--- config.mk ---
export PLATFORM = sky130hd
export DESIGN_NAME = block_serializer
export DESIGN_NICKNAME = d
export VERILOG_FILES = /design/src/rtl/ascon_pkg.sv /design/src/rtl/keep_mask_gen.sv /design/src/rtl/block_serializer.sv
export SDC_FILE = /design/constraint.sdc
export NUM_CORES = 1
export LEC_CHECK = 0
export CAP_MARGIN = 5
export CORE_MARGIN = 10
export CORE_UTILIZATION = 42
export DETAILED_ROUTE_END_ITERATION = 7
export PLACE_DENSITY = 0.68
export SLEW_MARGIN = 20
export SYNTH_ARGS = -nofsm -noshare
export SYNTH_HDL_FRONTEND = slang
export SYNTH_SLANG_ARGS = --single-unit
--- constraint.sdc ---
create_clock -name clk -period 2.88 [get_ports clk]
set_input_delay 0.576 -clock clk [delete_from_list [all_inputs] [get_ports clk]]
set_output_delay 0.576 -clock clk [all_outputs]
set_load 0.03 [all_outputs]
--- src/rtl/ascon_pkg.sv ---
// ascon_pkg: shared constants and types for the AEAD128 output unloader.
//   BLOCK_BYTES / WORD_BYTES / NWORDS describe the default 128-bit block,
//   32-bit word configuration; ser_state_t is the serializer FSM state;
//   ceil_div is a small elaboration/combinational helper.
package ascon_pkg;

    localparam int unsigned BLOCK_BYTES = 16;
    localparam int unsigned WORD_BYTES  = 4;
    localparam int unsigned NWORDS      = BLOCK_BYTES / WORD_BYTES;

    typedef enum logic {
        IDLE,
        SEND
    } ser_state_t;

    function automatic int unsigned ceil_div(input int unsigned n, input int unsigned d);
        return (n + d - 1) / d;
    endfunction

endpackage

--- src/rtl/keep_mask_gen.sv ---
// keep_mask_gen: combinational per-word byte-keep mask.
//   cnt   - number of valid bytes in the block
//   index - word index within the block
//   keep  - bit j set iff index*WBYTES + j < cnt
module keep_mask_gen
    import ascon_pkg::*;
#(
    parameter int unsigned WBYTES = WORD_BYTES,
    parameter int unsigned CNT_W  = $clog2(BLOCK_BYTES) + 1,
    parameter int unsigned IDX_W  = $clog2(NWORDS) + 1
) (
    input  logic [CNT_W-1:0]  cnt,
    input  logic [IDX_W-1:0]  index,
    output logic [WBYTES-1:0] keep
);

    always_comb begin
        keep = '0;
        for (int unsigned j = 0; j < WBYTES; j++) begin
            keep[j] = ((32'(index) * WBYTES + j) < 32'(cnt));
        end
    end

endmodule

--- src/rtl/block_serializer.sv ---
// block_serializer: unloads one full-width block (ciphertext, plaintext or
// tag) as a least-significant-first stream of narrow words.
//   clk, rst            - clock, synchronous active-low reset
//   blk_valid/blk_ready - block handshake; blk_data, blk_bytes, blk_last
//                         carry the block, its valid-byte count and the
//                         final-block flag
//   word_valid/word_ready - word handshake; word_data, word_keep, word_last
//                         carry the word, per-byte valid flags and the
//                         final-word marker of a last block
// All outputs are registered.
module block_serializer
    import ascon_pkg::*;
#(
    parameter int unsigned BLOCK_WIDTH = BLOCK_BYTES * 8,
    parameter int unsigned WORD_WIDTH  = WORD_BYTES * 8
) (
    input  logic                                 clk,
    input  logic                                 rst,
    input  logic                                 blk_valid,
    output logic                                 blk_ready,
    input  logic [BLOCK_WIDTH-1:0]               blk_data,
    input  logic [$clog2(BLOCK_WIDTH/8):0]       blk_bytes,
    input  logic                                 blk_last,
    output logic                                 word_valid,
    input  logic                                 word_ready,
    output logic [WORD_WIDTH-1:0]                word_data,
    output logic [WORD_WIDTH/8-1:0]              word_keep,
    output logic                                 word_last
);

    localparam int unsigned BLK_BYTES = BLOCK_WIDTH / 8;
    localparam int unsigned WRD_BYTES = WORD_WIDTH / 8;
    localparam int unsigned N_WORDS   = BLOCK_WIDTH / WORD_WIDTH;
    localparam int unsigned CNT_W     = $clog2(BLK_BYTES) + 1;
    localparam int unsigned IDX_W     = $clog2(N_WORDS) + 1;

    ser_state_t state;

    logic [BLOCK_WIDTH-1:0] cap_data;
    logic [CNT_W-1:0]       cap_bytes;
    logic                   cap_last;
    logic [IDX_W-1:0]       idx;
    logic [IDX_W-1:0]       last_idx;

    // Incoming block, after clamping and byte zeroing
    logic [CNT_W-1:0]       in_bytes;
    logic [IDX_W-1:0]       in_nwords;
    logic [IDX_W-1:0]       in_last_idx;
    logic [WRD_BYTES-1:0]   in_mask [N_WORDS];
    logic [BLOCK_WIDTH-1:0] in_masked;

    // Next word to present while streaming
    logic [IDX_W-1:0]       nxt_idx;
    logic [WORD_WIDTH-1:0]  nxt_word;
    logic [WRD_BYTES-1:0]   nxt_keep;

    assign in_bytes    = (blk_bytes > CNT_W'(BLK_BYTES)) ? CNT_W'(BLK_BYTES) : blk_bytes;
    assign in_nwords   = IDX_W'(ceil_div(32'(in_bytes), WRD_BYTES));
    // A zero-word block still occupies one slot (empty-message marker)
    assign in_last_idx = (in_nwords == '0) ? '0 : in_nwords - IDX_W'(1);

    // Same mask generator swept over every word zeroes bytes past the count
    for (genvar w = 0; w < N_WORDS; w++) begin : g_sweep
        keep_mask_gen #(
            .WBYTES (WRD_BYTES),
            .CNT_W  (CNT_W),
            .IDX_W  (IDX_W)
        ) u_sweep (
            .cnt   (in_bytes),
            .index (IDX_W'(w)),
            .keep  (in_mask[w])
        );
    end

    always_comb begin
        in_masked = '0;
        for (int unsigned w = 0; w < N_WORDS; w++) begin
            for (int unsigned b = 0; b < WRD_BYTES; b++) begin
                in_masked[w*WORD_WIDTH + b*8 +: 8] =
                    blk_data[w*WORD_WIDTH + b*8 +: 8] & {8{in_mask[w][b]}};
            end
        end
    end

    assign nxt_idx = idx + IDX_W'(1);

    always_comb begin
        nxt_word = '0;
        for (int unsigned w = 0; w < N_WORDS; w++) begin
            if (nxt_idx == IDX_W'(w)) begin
                nxt_word = cap_data[w*WORD_WIDTH +: WORD_WIDTH];
            end
        end
    end

    keep_mask_gen #(
        .WBYTES (WRD_BYTES),
        .CNT_W  (CNT_W),
        .IDX_W  (IDX_W)
    ) u_next_keep (
        .cnt   (cap_bytes),
        .index (nxt_idx),
        .keep  (nxt_keep)
    );

    // Output registers are loaded one word ahead: word 0 at acceptance,
    // word k+1 on the handshake of word k, so outputs stay registered.
    always_ff @(posedge clk) begin
        if (!rst) begin
            state      <= IDLE;
            blk_ready  <= 1'b0;
            word_valid <= 1'b0;
            word_data  <= '0;
            word_keep  <= '0;
            word_last  <= 1'b0;
            idx        <= '0;
            last_idx   <= '0;
            cap_data   <= '0;
            cap_bytes  <= '0;
            cap_last   <= 1'b0;
        end else begin
            case (state)
                IDLE: begin
                    blk_ready <= 1'b1;
                    if (blk_valid && blk_ready) begin
                        if (in_nwords != '0 || blk_last) begin
                            state      <= SEND;
                            blk_ready  <= 1'b0;
                            word_valid <= 1'b1;
                            idx        <= '0;
                            last_idx   <= in_last_idx;
                            cap_data   <= in_masked;
                            cap_bytes  <= in_bytes;
                            cap_last   <= blk_last;
                            word_data  <= in_masked[WORD_WIDTH-1:0];
                            word_keep  <= in_mask[0];
                            word_last  <= blk_last && (in_last_idx == '0);
                        end
                    end
                end
                SEND: begin
                    if (word_ready) begin
                        if (idx == last_idx) begin
                            state      <= IDLE;
                            blk_ready  <= 1'b1;
                            word_valid <= 1'b0;
                            word_data  <= '0;
                            word_keep  <= '0;
                            word_last  <= 1'b0;
                        end else begin
                            idx       <= nxt_idx;
                            word_data <= nxt_word;
                            word_keep <= nxt_keep;
                            word_last <= cap_last && (nxt_idx == last_idx);
                        end
                    end
                end
                default: state <= IDLE;
            endcase
        end
    end

endmodule
==> results of run 1 <==
## power groups by stage
stage / logic (W) / clock network [W] / registers [W]
detailed placement: 0.00103 / 0 / 0.00275
global placement: 0.00102 / 0 / 0.00275
finish: 0.00104 / 0.00237 / 0.00270
floorplan: 0.000433 / 0 / 0.00284
global route: 0.00111 / 0.00249 / 0.00271
CTS: 0.00103 / 0.00239 / 0.00270
## final timing paths
check / startpoint / end / slack (ns) / depth (start not counted)
min: cap_data[88]$_SDFFE_PN0P_ / cap_data[88]$_SDFFE_PN0P_ / 0.45 / 2
max: idx[0]$_SDFFE_PN0P_ / word_keep[1]$_SDFFE_PN0P_ / 0.60 / 7
min reg2reg: cap_data[88]$_SDFFE_PN0P_ / cap_data[88]$_SDFFE_PN0P_ / 0.45 / 2
max reg2reg: idx[0]$_SDFFE_PN0P_ / word_keep[1]$_SDFFE_PN0P_ / 0.60 / 7
## metal layers
metal / track usage [%] / routed length, um
met5: 0 / 23
met4: 4.797 / 345
met3: 6.067 / 2256
met2: 30.21 / 12380
met1: 28.75 / 13210
## registers in the layout (all words and copies together), names as in the netlist, 3 cells and up
signal and count:
cap_data 128, last_idx 3, cap_bytes 5, word_keep 4
word_data 32, idx 3
## placed cells by master, fill, tap and decap left out, types with 3 or more instances in the layout
cell / synthesis / final
a21boi_0: 10 / 10
a21boi_1: 94 / 94
a21oi_1: 72 / 72
a31oi_1: 37 / 35
a32oi_1: 33 / 32
and3b_1: 32 / 32
buf_12: 0 / 9
buf_4: 1 / 25
clkbuf_16: 0 / 17
clkbuf_8: 0 / 3
clkdlybuf4s50_1: 0 / 175
clkinv_2: 0 / 3
clkinvlp_4: 0 / 3
dfxtp_1: 180 / 180
ha_1: 9 / 9
inv_1: 12 / 12
nand2_1: 153 / 153
nand3_1: 103 / 103
nand3b_1: 33 / 33
nor2_1: 10 / 9
nor2b_1: 35 / 35
o21ai_0: 46 / 46
o21ai_1: 3 / 3
o221ai_1: 32 / 32
o22ai_1: 3 / 3
xnor2_1: 4 / 4
## final cells by class
type	instances	area share, %
multi-input cells	732	40.03
flip-flops and latches	180	32.27
repair buffers	209	18.98
clock buffers	21	4.213
well taps	265	2.969
clock inverters	11	1.132
inverters	12	0.4034
## cells by family (layout without fill, tap and decap cells)
kind of cell    Yosys count  in the layout
simple gates            374            374
fa+ha+maj                 9              9
buf+inv                 112            253
flops                   180            180
xor+xnor                  5              5
compound gates          344            344
## worst max-delay path: stages, from the launching register on
cell	delay [ns]
dfxtp_1	0.39
ha_1	0.24
ha_1	0.31
buf_4	0.23
ha_1	0.21
a311oi_1	0.42
o21ai_0	0.22
a31oi_1	0.19
## metrics by stage
stage / area [um2] / cells / setup WS (ns)
2_1_floorplan: 8484 / 1024 / 0.8786
3_3_place_gp: 10570 / 1398 / 0.3776
3_5_place_dp: 10570 / 1398 / 0.3223
4_1_cts: 11160 / 1430 / 0.5847
5_1_grt: 11170 / 1430 / 0.3741
6_report: 11170 / 1430 / 0.5972
==> metrics.txt, run 1 <==
die height=162.1 um; largest net degree at the start of global routing=81; vias in the first global route=7814; Clock Latency Late Sink=0.43 ns; grt total ovfl=0; Die X=162.1 um; post-synthesis mux area share=0%; worst endpoint required time=3.24 ns; syn_area_per_cell=8.286 um2; CTS Buf Count=17; hold_ws=0.4481 ns; mapped cell area=8484 um2; sequential share of power=44.2%; Final Hold Viols=0; most frequent cell after synthesis=dfxtp_1; Max Slew Vio Count=0; post-synthesis cell type count=43; core area=19650 um2; sequential area share after synthesis=42.47%; vias per cell=5.669; Slew @ Worst Pin=0.9200 ns; async set or reset register ratio after synthesis=0%; Overall Global Routing Usage=20.53%; CTS tree=yes; CTS root buf=clkbuf_16; H-tree levels=4; Leak=4.003 nW; Power, Total=0.006100 W; Synth area leader=dfxtp_1; Post-synth EDFFs=0; max-cap violation count=0; critical path endpoint category=register; post-CTS sizing=0; commonest cells in the synthesized netlist=180 x dfxtp_1, 153 x nand2_1, 103 x nand3_1; combinational family with the most area after synthesis=compound AO/OA/AOI/OAI gates; number of synthesized register bits=180; post-synthesis compound-gate area fraction=27.44%; sw frac=27.12%; Port-buffer cells=176; site row count=51; top post-synthesis cells by area=dfxtp_1 42%, a21boi_1 8.3%, nand2_1 6.8%; Tmin final=2.283 ns; final period utilization=79.27%; Post-Synth Adder-Cell Area=1.327%; CTS Hold Bufs=0; sw power=0.001654 W; maximum fanout along the worst path=20; RSZ-0062 raised after global routing=no; Post-synth top flop=dfxtp_1; synth warn=0; Post-Synth Simple-Gate Area=22.80%; final setup fails=0; Pre-antenna DRT Iters=5; setup tns final=0 ns; Setup Skew=0.01022 ns; Setup Buffers After CTS=0; Initial Util=43.17%; status=complete, no violations; share of layout cells above drive strength 1=6.352%; Sequential Area=3603 um2; first-pass GRT wire length=43.35 mm; Setup Crit Path Kind=register to register; Finished Core Util=56.82%; cells after synthesis=1024; post-synth net total=1171; GPL Wtd Cong=0.8698; CP startpoint kind=register; DRT iter0 DRCs=714; dpl hpwl=19.12 mm; ant diodes=0; DR DRC count=0; Hold Crit Class=register to register; worst relative slew slack=38.67%; Synth Area in XOR/XNOR=0.5161%; initial antenna violation count=2; WL/cell=19.73 um; final net count=1299; internal power=0.004446 W; Clock Tree Buf Depth=2; Max IR drop VDD=0.0003934 V; Die Area=26290 um2; fmax=438.1 MHz; Multi-input gate area=4471 um2; Clock transition at path regs=0.07 ns; Post-Route WL=28.22 mm; Area Growth Syn to Fin=31.62%; via count=8106; FILL cells=1840; clk sink count=180; Power Dens Cells=546.3 nW/um2; Gate power share=17.0%; post-route ant nets=0; clock power share=38.8%; top cell type's share of synthesized area=42.47%; Worst EP arrival=2.65 ns; IO Pins=177
(Power assumes the default switching activity.)
==> run 2: changes to the inputs <==
==> constraint.sdc (replaced) <==
create_clock -name clk -period 2.2 [get_ports clk]
set_input_delay 0.44 -clock clk [delete_from_list [all_inputs] [get_ports clk]]
set_output_delay 0.44 -clock clk [all_outputs]
set_load 0.03 [all_outputs]
==> metrics.txt, run 2 (same netlist as run 1, synthesis figures left out) <==
final net count=1330; CTS Hold Bufs=0; DR DRC count=0; routing usage on met1=29.89%; IO Pins=177; Clock transition at path regs=0.07 ns; clk sink count=180; CP startpoint kind=register; dpl hpwl=19.70 mm; final setup fails=0; r2r setup slk=0.13 ns; RSZ-0062 raised after global routing=no; hold_sp=rst; max-cap violation count=0; Setup Skew=0.01087 ns; ant diodes=0; Final Hold Viols=0; Finished Core Util=58.82%; Die Area=26290 um2; post-route ant nets=0; Reg with most FFs=cap_data; GR Util met3=5.131%; hold depth=3; Port-buffer cells=176; hold_ws=0.4459 ns; Max Slew Vio Count=0; Pre-antenna DRT Iters=5; first-pass GRT wire length=44.71 mm; Overall Global Routing Usage=20.92%; core area=19650 um2; initial antenna violation count=0; share of layout cells above drive strength 1=8.779%; highest-count cells in the layout ignoring fill and taps=180 x dfxtp_1, 175 x clkdlybuf4s50_1, 153 x nand2_1; via count=8257; worst endpoint required time=2.56 ns; Area Growth Syn to Fin=36.25%; most common cell after layout, fill and taps aside=dfxtp_1; post-CTS sizing=0; Post-Route WL=28.22 mm; status=complete, no violations; pre-CTS setup slack=-0.08265 ns; Max IR drop VDD=0.0005037 V; Worst R2R End=word_data[0]$_SDFFE_PN0P_; grt total ovfl=0; Regs by FF count=cap_data: 128 flops, word_data: 32 flops, cap_bytes: 5 flops; max reg flops=128; final period utilization=94.12%; CTS root buf=clkbuf_16; CTS tree=yes; Worst R2R Start=idx[0]$_SDFFE_PN0P_; die height=162.1 um; Worst EP arrival=2.43 ns; Tmin final=2.071 ns; Setup Crit Path Kind=register to register; worst hold endpoint=word_data[0]$_SDFFE_PN0P_; DRT iter0 DRCs=806; H-tree levels=4; Clock Latency Late Sink=0.43 ns; R2R cell count=7; vias in the first global route=8009; Power Dens Cells=693.7 nW/um2; Initial Util=43.17%; fmax=483.0 MHz; Slew @ Worst Pin=0.5089 ns; Leak=4.213 nW; worst relative slew slack=66.07%; CTS Buf Count=17; vias per cell=5.652; WL/cell=19.32 um; Clock Tree Buf Depth=2; maximum fanout along the worst path=33; critical path endpoint category=register; grt met2 use=31.52%; Setup Buffers After CTS=0; GPL Wtd Cong=0.8921; Power, Total=0.008019 W; final setup margin=0.1294 ns; largest net degree at the start of global routing=86; Most Crowded Layer GR=met2; Hold Crit Class=input pin to register; site row count=51; Die X=162.1 um
## run 2: changes by cell type in the layout (fill, tap and decap cells not counted), sizes merged
cell      before  now
clkinvlp       3    1
buf           34   65
clkbuf        21   18
inv           13   18
## run 2: area by class of cell
type	instances	area (um2)
timing repair buffer	240	2527
sequential	180	3603
clock buffer	18	429.2
tap	265	331.6
inverter	12	45.04
clock inverter	14	148.9
fill	1807	8094
multi-input combinational	732	4474
## run 2: power by group
| group | switching (W) | internal (W) | total [W] | leakage, nW |
|---|---|---|---|---|
| combinational | 0.000762 | 0.000690 | 0.00145 | 2.46 |
| sequential | 0.0000955 | 0.00344 | 0.00353 | 1.47 |
| clock | 0.00135 | 0.00169 | 0.00304 | 0.286 |
## run 2: critical path: stages (launching register included)
cell and delay, ns:
dfxtp_1 0.32, ha_1 0.19, ha_1 0.36, buf_12 0.22, nand2b_1 0.13, buf_4 0.36, o221ai_1 0.21, a31oi_1 0.19
## run 2: routing by layer
metal | vias to the layer above | routed length (um)
li1 | 4031 | -
met1 | 3899 | 13110
met2 | 317 | 12740
met3 | 10 | 2255
met4 | 0 | 121
met5 | - | 0
## run 2: worst max path at each step
stage / startpoint / end / slack (ns) / depth (start not counted)
after floorplan: idx[0]$_SDFFE_PN0P_ / word_data[0]$_SDFFE_PN0P_ / 0.20 / 8
after global placement: blk_bytes[4] / last_idx[1]$_SDFFE_PN0P_ / -0.06 / 6
after detailed placement: blk_bytes[4] / cap_data[65]$_SDFFE_PN0P_ / -0.08 / 6
after CTS: idx[0]$_SDFFE_PN0P_ / word_keep[0]$_SDFFE_PN0P_ / 0.13 / 7
after global routing: idx[0]$_SDFFE_PN0P_ / word_data[25]$_SDFFE_PN0P_ / 0.004 / 7
final: idx[0]$_SDFFE_PN0P_ / word_data[0]$_SDFFE_PN0P_ / 0.13 / 7
## run 2: stage by stage
| stage | setup TNS, ns | cell area [um2] | instances |
|---|---|---|---|
| final | 0 | 11560 | 1461 |
| after CTS | 0 | 11550 | 1461 |
| after global routing | 0 | 11560 | 1461 |
| after global placement | -0.1716 | 10980 | 1429 |
| after detailed placement | -1.239 | 10980 | 1429 |
| after floorplan | 0 | 8484 | 1024 |
==> run 3: changes to the inputs <==
--- a/config.mk
+++ b/config.mk
@@ -9,6 +9,7 @@
 export CORE_MARGIN = 10
 export CORE_UTILIZATION = 42
 export DETAILED_ROUTE_END_ITERATION = 7
+export GPL_TIMING_DRIVEN = 0
 export PLACE_DENSITY = 0.68
 export SLEW_MARGIN = 20
 export SYNTH_ARGS = -nofsm -noshare
==> metrics.txt, run 3 (same netlist as run 1, synthesis figures left out) <==
Power Dens Cells=702.6 nW/um2; critical path endpoint category=register; highest-count cells in the layout ignoring fill and taps=178 x dfxtp_1, 170 x clkdlybuf4s50_1, 153 x nand2_1; Worst R2R End=word_data[8]$_SDFFE_PN0P_; CTS Buf Count=17; status=complete, no violations; Die X=162.1 um; DR DRC count=0; setup tns final=0 ns; Reg with most FFs=cap_data; Setup Skew=0.009003 ns; Overall Global Routing Usage=23.18%; Setup Buffers After CTS=0; Clock Latency Late Sink=0.44 ns; share of layout cells above drive strength 1=9.054%; H-tree levels=4; worst endpoint required time=2.50 ns; Port-buffer cells=172; maximum fanout along the worst path=10; R2R cell count=8; IO Pins=177; Leak=4.087 nW; RSZ-0062 raised after global routing=yes; Worst R2R Start=idx[0]$_SDFFE_PN0P_; Max IR drop VDD=0.0005667 V; first-pass GRT wire length=47.96 mm; post-route ant nets=0; Pre-antenna DRT Iters=5; via count=8644; die height=162.1 um; clk sink count=180; dpl hpwl=23.60 mm; final net count=1360; final period utilization=97.74%; site row count=51; FILL cells=1908; final setup fails=0; core area=19650 um2; max-cap violation count=0; vias in the first global route=8552; Hold Crit Class=input pin to register; grt total ovfl=0; CTS root buf=clkbuf_16; Tmin final=2.150 ns; vias per cell=5.797; Worst EP arrival=2.45 ns; Placed Cells=1461; worst relative slew slack=40.96%; Max Slew Vio Count=0; Clock Tree Buf Depth=2; crit path capture=word_data[8]$_SDFFE_PN0P_; Die Area=26290 um2; Setup Crit Path Kind=register to register; Post-Route WL=31.45 mm; Area Growth Syn to Fin=32.46%; Initial Util=43.17%; GPL Wtd Cong=0.9231; Final Hold Viols=0; r2r setup slk=0.05 ns; CP startpoint=idx[0]$_SDFFE_PN0P_; Slew @ Worst Pin=0.8797 ns; Regs by FF count=cap_data: 128 flops, word_data: 32 flops, cap_bytes: 5 flops; DRT iter0 DRCs=810; fmax=465.1 MHz; most common cell after layout, fill and taps aside=dfxtp_1; largest net degree at the start of global routing=17; fin cells=1491; max reg flops=128; CTS tree=yes; Clock transition at path regs=0.07 ns; initial antenna violation count=4; ant diodes=0; WL/cell=21.09 um; CP startpoint kind=register
==> run 3: worst max-delay path, cell delays in order (launching register included) <==
cell and delay [ns]:
dfxtp_2 0.36, ha_1 0.21, ha_1 0.30, buf_4 0.19, o21ba_4 0.31, buf_6 0.16
and3b_1 0.17, o221ai_1 0.19, a31oi_1 0.12
==> run 3: metal layers <==
layer  global-route usage, %  routed length [um]
met1                   30.20               13760
met2                   35.77               14010
met3                   7.659                3072
met4                   6.576                 572
met5                       0                  29
==> run 3: worst min-delay path by stage <==
stage	start	endpoint	slack, ns	cells after the start
3_3_place_gp	cap_data[47]$_SDFFE_PN0P_	cap_data[47]$_SDFFE_PN0P_	0.44	2
4_1_cts	blk_bytes[1]	cap_bytes[1]$_SDFFE_PN0P_	0.37	3
6_report	blk_bytes[2]	cap_bytes[2]$_SDFFE_PN0P_	0.38	3
5_1_grt	blk_bytes[1]	cap_bytes[1]$_SDFFE_PN0P_	0.38	3
2_1_floorplan	cap_data[121]$_SDFFE_PN0P_	cap_data[121]$_SDFFE_PN0P_	0.43	2
3_5_place_dp	cap_data[117]$_SDFFE_PN0P_	cap_data[117]$_SDFFE_PN0P_	0.44	2
==> run 3: layout make-up <==
type,instances,area (um2),area share [%]
flip-flops and latches,180,3606,32.09
multi-input cells,732,4493,39.98
plain buffers,98,474.2,4.220
clock buffers,20,456.7,4.064
repair buffers,172,1727,15.36
inverters,12,45.04,0.4008
clock inverters,12,105.1,0.9352
well taps,265,331.6,2.950
==> run 3: per-stage QoR <==
| stage | hold WS (ns) | area [um2] | power, W | setup slack, ns | utilization [%] |
|---|---|---|---|---|---|
| after floorplan | 0.4306 | 8484 | 0.004291 | 0.1986 | - |
| after global placement | 0.4375 | 10540 | 0.004963 | -0.5855 | 53.62 |
| after detailed placement | 0.4442 | 10540 | 0.004977 | -0.6236 | 53.62 |
| after CTS | 0.3736 | 11160 | 0.007866 | 0.001018 | 56.80 |
| after global routing | 0.3797 | 11240 | 0.008158 | -0.01166 | 57.18 |
| final | 0.3827 | 11240 | 0.007896 | 0.04980 | 57.18 |
==> run 3: repair_timing <==
action / in CTS / in global routing
setup endpoints to repair: 127 / 78
pin swaps: 0 / 1
gates resized for setup: 28 / 48
hold buffers: 0 / 0
==> run 3: where the power goes <==
part	internal, W	switching (W)	leakage (nW)
registers	0.00344	0.000101	1.47
logic	0.000596	0.000806	2.34
clock network	0.00162	0.00134	0.276
